<file path="src/rtl/uart_phy_trx.sv">
// uart_phy_trx: byte-level UART transceiver (8N1, or 8E1 when UART_PARITY_EN
// is defined) running entirely on CLK_SYS.
//
// Ports:
//   CLK_SYS   in   system clock
//   RSTN      in   synchronous active-low reset
//   RXD       in   asynchronous serial input, idle high
//   TXD       out  serial output, idle high
//   TX_START  in   one-cycle pulse: send TX_DATA (ignored while TX is busy)
//   TX_DATA   in   byte to send, captured when TX_START is accepted
//   RX_DATA   out  last correctly received byte
//   RX_VALID  out  one-cycle pulse when RX_DATA updates
//   RDY_FLAG  out  high when both TX and RX are idle
//   FRAME_ERR out  one-cycle pulse on bad stop bit (or bad parity)
//
// Optional feature macro: UART_PARITY_EN (even parity bit after the data bits).
`timescale 1ns/1ps
module uart_phy_trx #(
  parameter int CLK_FREQ = 100_000_000,
  parameter int BAUD     = 115_200,
  parameter int BITWIDTH = 8
) (
  input  logic                CLK_SYS,
  input  logic                RSTN,
  input  logic                RXD,
  output logic                TXD,
  input  logic                TX_START,
  input  logic [BITWIDTH-1:0] TX_DATA,
  output logic [BITWIDTH-1:0] RX_DATA,
  output logic                RX_VALID,
  output logic                RDY_FLAG,
  output logic                FRAME_ERR
);
  localparam int CLKS_PER_BIT = CLK_FREQ / BAUD;
  localparam int CNT_W        = $clog2(CLKS_PER_BIT);
  localparam logic [CNT_W-1:0] BIT_LAST  = CNT_W'(CLKS_PER_BIT - 1);
  localparam logic [CNT_W-1:0] HALF_LAST = CNT_W'(CLKS_PER_BIT / 2 - 1);

  if (CLKS_PER_BIT < 4) begin : g_bad_baud
    $error("uart_phy_trx: CLK_FREQ/BAUD must be at least 4");
  end
  if (BITWIDTH != 8) begin : g_bad_width
    $error("uart_phy_trx: only BITWIDTH=8 is supported");
  end

  typedef enum logic [2:0] {
    S_IDLE,
    S_START,
    S_DATA,
`ifdef UART_PARITY_EN
    S_PAR,
`endif
    S_STOP
  } st_t;

  // RXD synchronizer plus one more flop for falling-edge detection.
  logic [1:0] sync_q;
  logic       rx_prev_q;
  logic       rx_s;
  assign rx_s = sync_q[1];

  always_ff @(posedge CLK_SYS) begin
    if (!RSTN) begin
      sync_q    <= 2'b11;
      rx_prev_q <= 1'b1;
    end else begin
      sync_q    <= {sync_q[0], RXD};
      rx_prev_q <= rx_s;
    end
  end

  // ---------------- transmitter ----------------
  st_t                 tx_st_q, tx_st_d;
  logic [CNT_W-1:0]    tx_cnt_q, tx_cnt_d;
  logic [2:0]          tx_bit_q, tx_bit_d;
  logic [BITWIDTH-1:0] tx_byte_q, tx_byte_d;
  logic                txd_q, txd_d;

  // txd_d is the line level belonging to the next state, so TXD is a clean
  // register output that changes on the same edge as the state.
  always_comb begin
    tx_st_d   = tx_st_q;
    tx_cnt_d  = tx_cnt_q + 1'b1;
    tx_bit_d  = tx_bit_q;
    tx_byte_d = tx_byte_q;
    txd_d     = txd_q;
    case (tx_st_q)
      S_IDLE: begin
        tx_cnt_d = '0;
        txd_d    = 1'b1;
        if (TX_START) begin
          tx_byte_d = TX_DATA;
          tx_bit_d  = '0;
          tx_st_d   = S_START;
          txd_d     = 1'b0;
        end
      end
      S_START: begin
        if (tx_cnt_q == BIT_LAST) begin
          tx_cnt_d = '0;
          tx_st_d  = S_DATA;
          txd_d    = tx_byte_q[0];
        end
      end
      S_DATA: begin
        if (tx_cnt_q == BIT_LAST) begin
          tx_cnt_d = '0;
          if (tx_bit_q == 3'd7) begin
`ifdef UART_PARITY_EN
            tx_st_d = S_PAR;
            txd_d   = ^tx_byte_q;
`else
            tx_st_d = S_STOP;
            txd_d   = 1'b1;
`endif
          end else begin
            tx_bit_d = tx_bit_q + 3'd1;
            txd_d    = tx_byte_q[tx_bit_q + 3'd1];
          end
        end
      end
`ifdef UART_PARITY_EN
      S_PAR: begin
        if (tx_cnt_q == BIT_LAST) begin
          tx_cnt_d = '0;
          tx_st_d  = S_STOP;
          txd_d    = 1'b1;
        end
      end
`endif
      S_STOP: begin
        if (tx_cnt_q == BIT_LAST) begin
          tx_cnt_d = '0;
          tx_st_d  = S_IDLE;
          txd_d    = 1'b1;
        end
      end
      default: begin
        tx_st_d = S_IDLE;
        txd_d   = 1'b1;
      end
    endcase
  end

  always_ff @(posedge CLK_SYS) begin
    if (!RSTN) begin
      tx_st_q  <= S_IDLE;
      tx_cnt_q <= '0;
      tx_bit_q <= '0;
      txd_q    <= 1'b1;
    end else begin
      tx_st_q  <= tx_st_d;
      tx_cnt_q <= tx_cnt_d;
      tx_bit_q <= tx_bit_d;
      txd_q    <= txd_d;
    end
  end

  always_ff @(posedge CLK_SYS) tx_byte_q <= tx_byte_d;

  // ---------------- receiver ----------------
  st_t                 rx_st_q, rx_st_d;
  logic [CNT_W-1:0]    rx_cnt_q, rx_cnt_d;
  logic [2:0]          rx_bit_q, rx_bit_d;
  logic [BITWIDTH-1:0] rx_shift_q, rx_shift_d;
  logic [BITWIDTH-1:0] rx_data_q, rx_data_d;
  logic                rx_valid_q, rx_valid_d;
  logic                ferr_q, ferr_d;
  logic                stop_ok;
`ifdef UART_PARITY_EN
  logic                par_err_q, par_err_d;
  assign stop_ok = rx_s && !par_err_q;
`else
  assign stop_ok = rx_s;
`endif

  always_comb begin
    rx_st_d    = rx_st_q;
    rx_cnt_d   = rx_cnt_q + 1'b1;
    rx_bit_d   = rx_bit_q;
    rx_shift_d = rx_shift_q;
    rx_data_d  = rx_data_q;
    rx_valid_d = 1'b0;
    ferr_d     = 1'b0;
`ifdef UART_PARITY_EN
    par_err_d  = par_err_q;
`endif
    case (rx_st_q)
      S_IDLE: begin
        rx_cnt_d = '0;
        if (rx_prev_q && !rx_s) rx_st_d = S_START;
      end
      // Half-bit check of the start bit; a high line here was a glitch.
      S_START: begin
        if (rx_cnt_q == HALF_LAST) begin
          rx_cnt_d = '0;
          rx_bit_d = '0;
          rx_st_d  = rx_s ? S_IDLE : S_DATA;
        end
      end
      S_DATA: begin
        if (rx_cnt_q == BIT_LAST) begin
          rx_cnt_d   = '0;
          rx_shift_d = {rx_s, rx_shift_q[BITWIDTH-1:1]};
          if (rx_bit_q == 3'd7) begin
`ifdef UART_PARITY_EN
            rx_st_d = S_PAR;
`else
            rx_st_d = S_STOP;
`endif
          end else begin
            rx_bit_d = rx_bit_q + 3'd1;
          end
        end
      end
`ifdef UART_PARITY_EN
      S_PAR: begin
        if (rx_cnt_q == BIT_LAST) begin
          rx_cnt_d  = '0;
          par_err_d = rx_s ^ (^rx_shift_q);
          rx_st_d   = S_STOP;
        end
      end
`endif
      // Leaving at mid-stop lets the next start edge be hunted half a bit
      // early, which absorbs transmitter baud drift.
      S_STOP: begin
        if (rx_cnt_q == BIT_LAST) begin
          rx_cnt_d = '0;
          rx_st_d  = S_IDLE;
          if (stop_ok) begin
            rx_data_d  = rx_shift_q;
            rx_valid_d = 1'b1;
          end else begin
            ferr_d = 1'b1;
          end
        end
      end
      default: rx_st_d = S_IDLE;
    endcase
  end

  always_ff @(posedge CLK_SYS) begin
    if (!RSTN) begin
      rx_st_q    <= S_IDLE;
      rx_cnt_q   <= '0;
      rx_bit_q   <= '0;
      rx_data_q  <= '0;
      rx_valid_q <= 1'b0;
      ferr_q     <= 1'b0;
`ifdef UART_PARITY_EN
      par_err_q  <= 1'b0;
`endif
    end else begin
      rx_st_q    <= rx_st_d;
      rx_cnt_q   <= rx_cnt_d;
      rx_bit_q   <= rx_bit_d;
      rx_data_q  <= rx_data_d;
      rx_valid_q <= rx_valid_d;
      ferr_q     <= ferr_d;
`ifdef UART_PARITY_EN
      par_err_q  <= par_err_d;
`endif
    end
  end

  always_ff @(posedge CLK_SYS) rx_shift_q <= rx_shift_d;

  // Ready reflects the busy state both directions are entering.
  logic rdy_q;
  always_ff @(posedge CLK_SYS) begin
    if (!RSTN) rdy_q <= 1'b1;
    else       rdy_q <= !((tx_st_d != S_IDLE) || (rx_st_d != S_IDLE));
  end

  assign TXD       = txd_q;
  assign RX_DATA   = rx_data_q;
  assign RX_VALID  = rx_valid_q;
  assign RDY_FLAG  = rdy_q;
  assign FRAME_ERR = ferr_q;

endmodule
</file>
<file path="config.mk">
export PLATFORM = sky130hd
export DESIGN_NAME = uart_phy_trx
export DESIGN_NICKNAME = d
export VERILOG_FILES = /design/src/rtl/uart_phy_trx.sv
export SDC_FILE = /design/constraint.sdc
export NUM_CORES = 1
export LEC_CHECK = 0
export CAP_MARGIN = 20
export CORE_ASPECT_RATIO = 1.5
export CORE_UTILIZATION = 41
export CTS_CLUSTER_DIAMETER = 50
export DETAILED_ROUTE_END_ITERATION = 10
export HOLD_SLACK_MARGIN = 0.08
export PLACE_DENSITY_LB_ADDON = 0.25
export SYNTH_ARGS = -nofsm -noshare
export SYNTH_HDL_FRONTEND = slang
export SYNTH_SLANG_ARGS = --single-unit
</file>
<file path="constraint.sdc">
create_clock -name CLK_SYS -period 1.8 [get_ports CLK_SYS]
set_input_delay 0.18 -clock CLK_SYS [delete_from_list [all_inputs] [get_ports CLK_SYS]]
set_output_delay 0.18 -clock CLK_SYS [all_outputs]
set_load 0.02 [all_outputs]
</file>
==> key figures <==
Drt
  – Antenna viol nets, final: 0
  – # DRC: 0
  – DRT Wirelength: 4.86 mm
  – DRT Pass-1 Iters: 4
  – DR vias/cell: 4.91
  – Via Count: 1823
  – First-iteration detailed-routing DRC count: 56
  – Post-DR wirelength/cell: between 10 and 15 um

Pwr
  – Leak: 1.30 nW
  – Power per cell area: 864 mW/mm^2
  – Total Power: between 2 and 3 mW
  – VDD IR-drop max: 647 uV

Yosys
  – Most used DFF post-synth: dfxtp_1
  – Area leader, netlist: dfxtp_1
  – Seq/Total Area, Yosys: between 50% and 60%
  – Syn Inst Count: 238
  – Cell area after synthesis: 0.00260 mm^2
  – Post-synth EDFFs: 16
  – Top post-synthesis cells by area: dfxtp_1 36%, edfxtp_1 19%, nor2_1 5.9%
  – Yosys top cell area share: 36.2%
  – Async S/R FF share, synth: 0%
  – Yosys warns: 0
  – Synth unique cells: 46
  – Synth Area per Inst: 10.9 um^2
  – Yosys reg bits: 63

Cells and area
  – Commonest non-fill, non-tap cells in the layout: 41 x dfxtp_1, 39 x nor2_1, 23 x clkdlybuf4s50_1, 23 x buf_4, 16 x edfxtp_1
  – Most common cell after layout, fill and taps aside: dfxtp_1
  – Area of the multi-input gates: 0.00118 mm^2
  – Ant diodes: 0
  – Layout Cells excl Fill: 371
  – Area delta synth->final: 31.6%
  – Filler cells: 549
  – Share of layout cells above drive strength 1: 26.3%
  – Final instance area: approximately 0.0034 mm^2
  – Fin nets: 311
  – Sequential Area: 0.00143 mm^2

Job
  – Max cap viols: 0

Placement
  – GPL Wtd Cong: 0.847
  – Placed cell areas: 0.00312 mm^2
  – I/O Buffers: 23
  – DP Cell Count: between 300 and 400
  – HPWL after detailed placement: around 3.4 mm

Timing
  – Final Slew Violations: 0
  – Hold Fails Final Rpt: 0
  – FMAX: 567 MHz
  – Minimum clock period: 1.76 ns
  – Setup-failing EPs final: 0
  – Final worst path period share: 97.9%
  – Worst Clk Skew: 0.0109 ns

Critical path
  – CP required: 2.03 ns
  – CP Capture Type: register
  – Crit Path Category: register to register
  – CP Launch Type: register
  – Max FO, Critical Path: 4
  – CP Data Arrival Time: 2.00 ns

Clock tree
  – CTS buffer count: 9
  – CTS root buffer: clkbuf_8
  – # H-tree levels: 3
  – CTS tree: done
  – Clock sink count: 63
  – Clock Latency Late Sink: 0.35 ns
  – CTS max path bufs: 2
  – Clock Pin Slew Worst Setup and Hold Paths: 0.08 ns

GRT
  – GRT overflow: 0
  – Number of global-route vias before repair: 1911
  – Global router's overall resource usage: 16.8%
  – Largest net degree at the start of global routing: 14
  – Initial antenna violation count: 0
  – First-pass GRT wire length: 8.18 mm

Floorplan
  – Core area: 0.00613 mm^2
  – Die H: a little under 100 um
  – Row cnt: 35
  – Starting Density: 42.3%
  – Die width: 67.0 um
  – Die area: between 0.006 and 0.007 mm^2
  – # IOs: 24

Hold path
  – Class of the worst hold path: input pin to register

Status
  – Outcome: finished clean
state kept, by name, summed over array words and instances, names as in the netlist:
signal and flops:
rx_cnt_q 10, tx_cnt_q 10, RX_DATA 8, rx_shift_q 8, tx_byte_q 8, rx_bit_q 3
rx_st_q 3, tx_bit_q 3, tx_st_q 3, sync_q 2, FRAME_ERR 1, RDY_FLAG 1
RX_VALID 1, TXD 1, rx_prev_q 1
final timing paths:
check / end / start / cells past startpoint / slack (ns)
max: rx_bit_q[0]$_SDFFE_PN0P_ / rx_cnt_q[6]$_SDFF_PN0_ / 5 / 0.04
min: tx_byte_q[6]$_DFFE_PP_ / TX_DATA[6] / 1 / 0.39
max reg2reg: rx_bit_q[0]$_SDFFE_PN0P_ / rx_cnt_q[6]$_SDFF_PN0_ / 5 / 0.04
min reg2reg: sync_q[1]$_SDFF_PN1_ / sync_q[0]$_SDFF_PN1_ / 1 / 0.41
cell type report:
class	count	share of cell area, %
flip-flops and latches	63	41.8
multi-input cells	158	34.6
repair buffers	48	13.0
clock buffers	10	4.36
well taps	74	2.71
clock inverters	6	2.20
inverters	12	1.32
worst max-delay path, stage by stage, from the launching register on:
cell and delay, ns:
dfxtp_1 0.46, nand2_1 0.17, or4_1 0.51, o22ai_2 0.14, a21oi_2 0.09, mux2_2 0.27
synthesized netlist by cell type (all sizes together), types with 3 or more instances:
cell / instances
edfxtp: 16
nand2b: 5
nor3: 8
nand3: 9
ha: 7
xor2: 6
nand4: 3
o21ai: 5
nor2b: 5
nand2: 8
dfxtp: 47
nor2: 41
mux2i: 12
inv: 12
nor4: 4
xnor2: 11
clkbuf: 4
metal layers:
layer / part of all wire, % / vias up / wire (um) / track usage, %
li1: - / 932 / - / -
met1: 41 / 854 / 2000 / 16.8
met2: 54 / 25 / 2610 / 29.2
met3: 3.0 / 12 / 144 / 5.05
met4: 2.3 / 0 / 110 / 10.5
met5: 0 / - / 0 / 0
through the flow:
step	hold slack, ns	setup TNS, ns	worst slack [ns]	utilization (%)
finish	0.386	0	0.0377	55.7
global route	0.371	-0.0165	-0.00860	55.7
CTS	0.371	0	0.00180	54.9
detailed placement	0.391	-0.0625	-0.0445	50.9
global placement	0.390	0	0.0276	50.9
floorplan	0.279	0	0.00349	-
where the power goes:
group	internal [mW]	switching, mW	total [mW]	leakage [nW]
combinational	0.0696	0.0567	0.126	0.660
sequential	1.47	0.0144	1.49	0.530
clock	0.742	0.600	1.34	0.110
total	2.28	0.671	2.95	1.30
repair_timing:
| action | in CTS | in global routing |
|---|---|---|
| pin swaps | 4 | 2 |
| hold buffers | 0 | 0 |
| endpoints found under the setup margin | 13 | 25 |
| gates resized for setup | 5 | 13 |
| buffers inserted | 0 | 0 |
| endpoints found under the hold margin | 0 | 0 |
cell families after synthesis:
| family | count (synthesis) | synth area share, % |
|---|---|---|
| compound gates | 17 | 4.87 |
| other cells | 1 | 0.144 |
| xor+xnor | 17 | 5.73 |
| buf+inv | 18 | 2.94 |
| flops | 63 | 54.7 |
| mux | 16 | 7.23 |
| simple gates | 99 | 21.0 |
| fa+ha+maj | 7 | 3.37 |
Note: power is estimated with default switching activity, not from simulation.
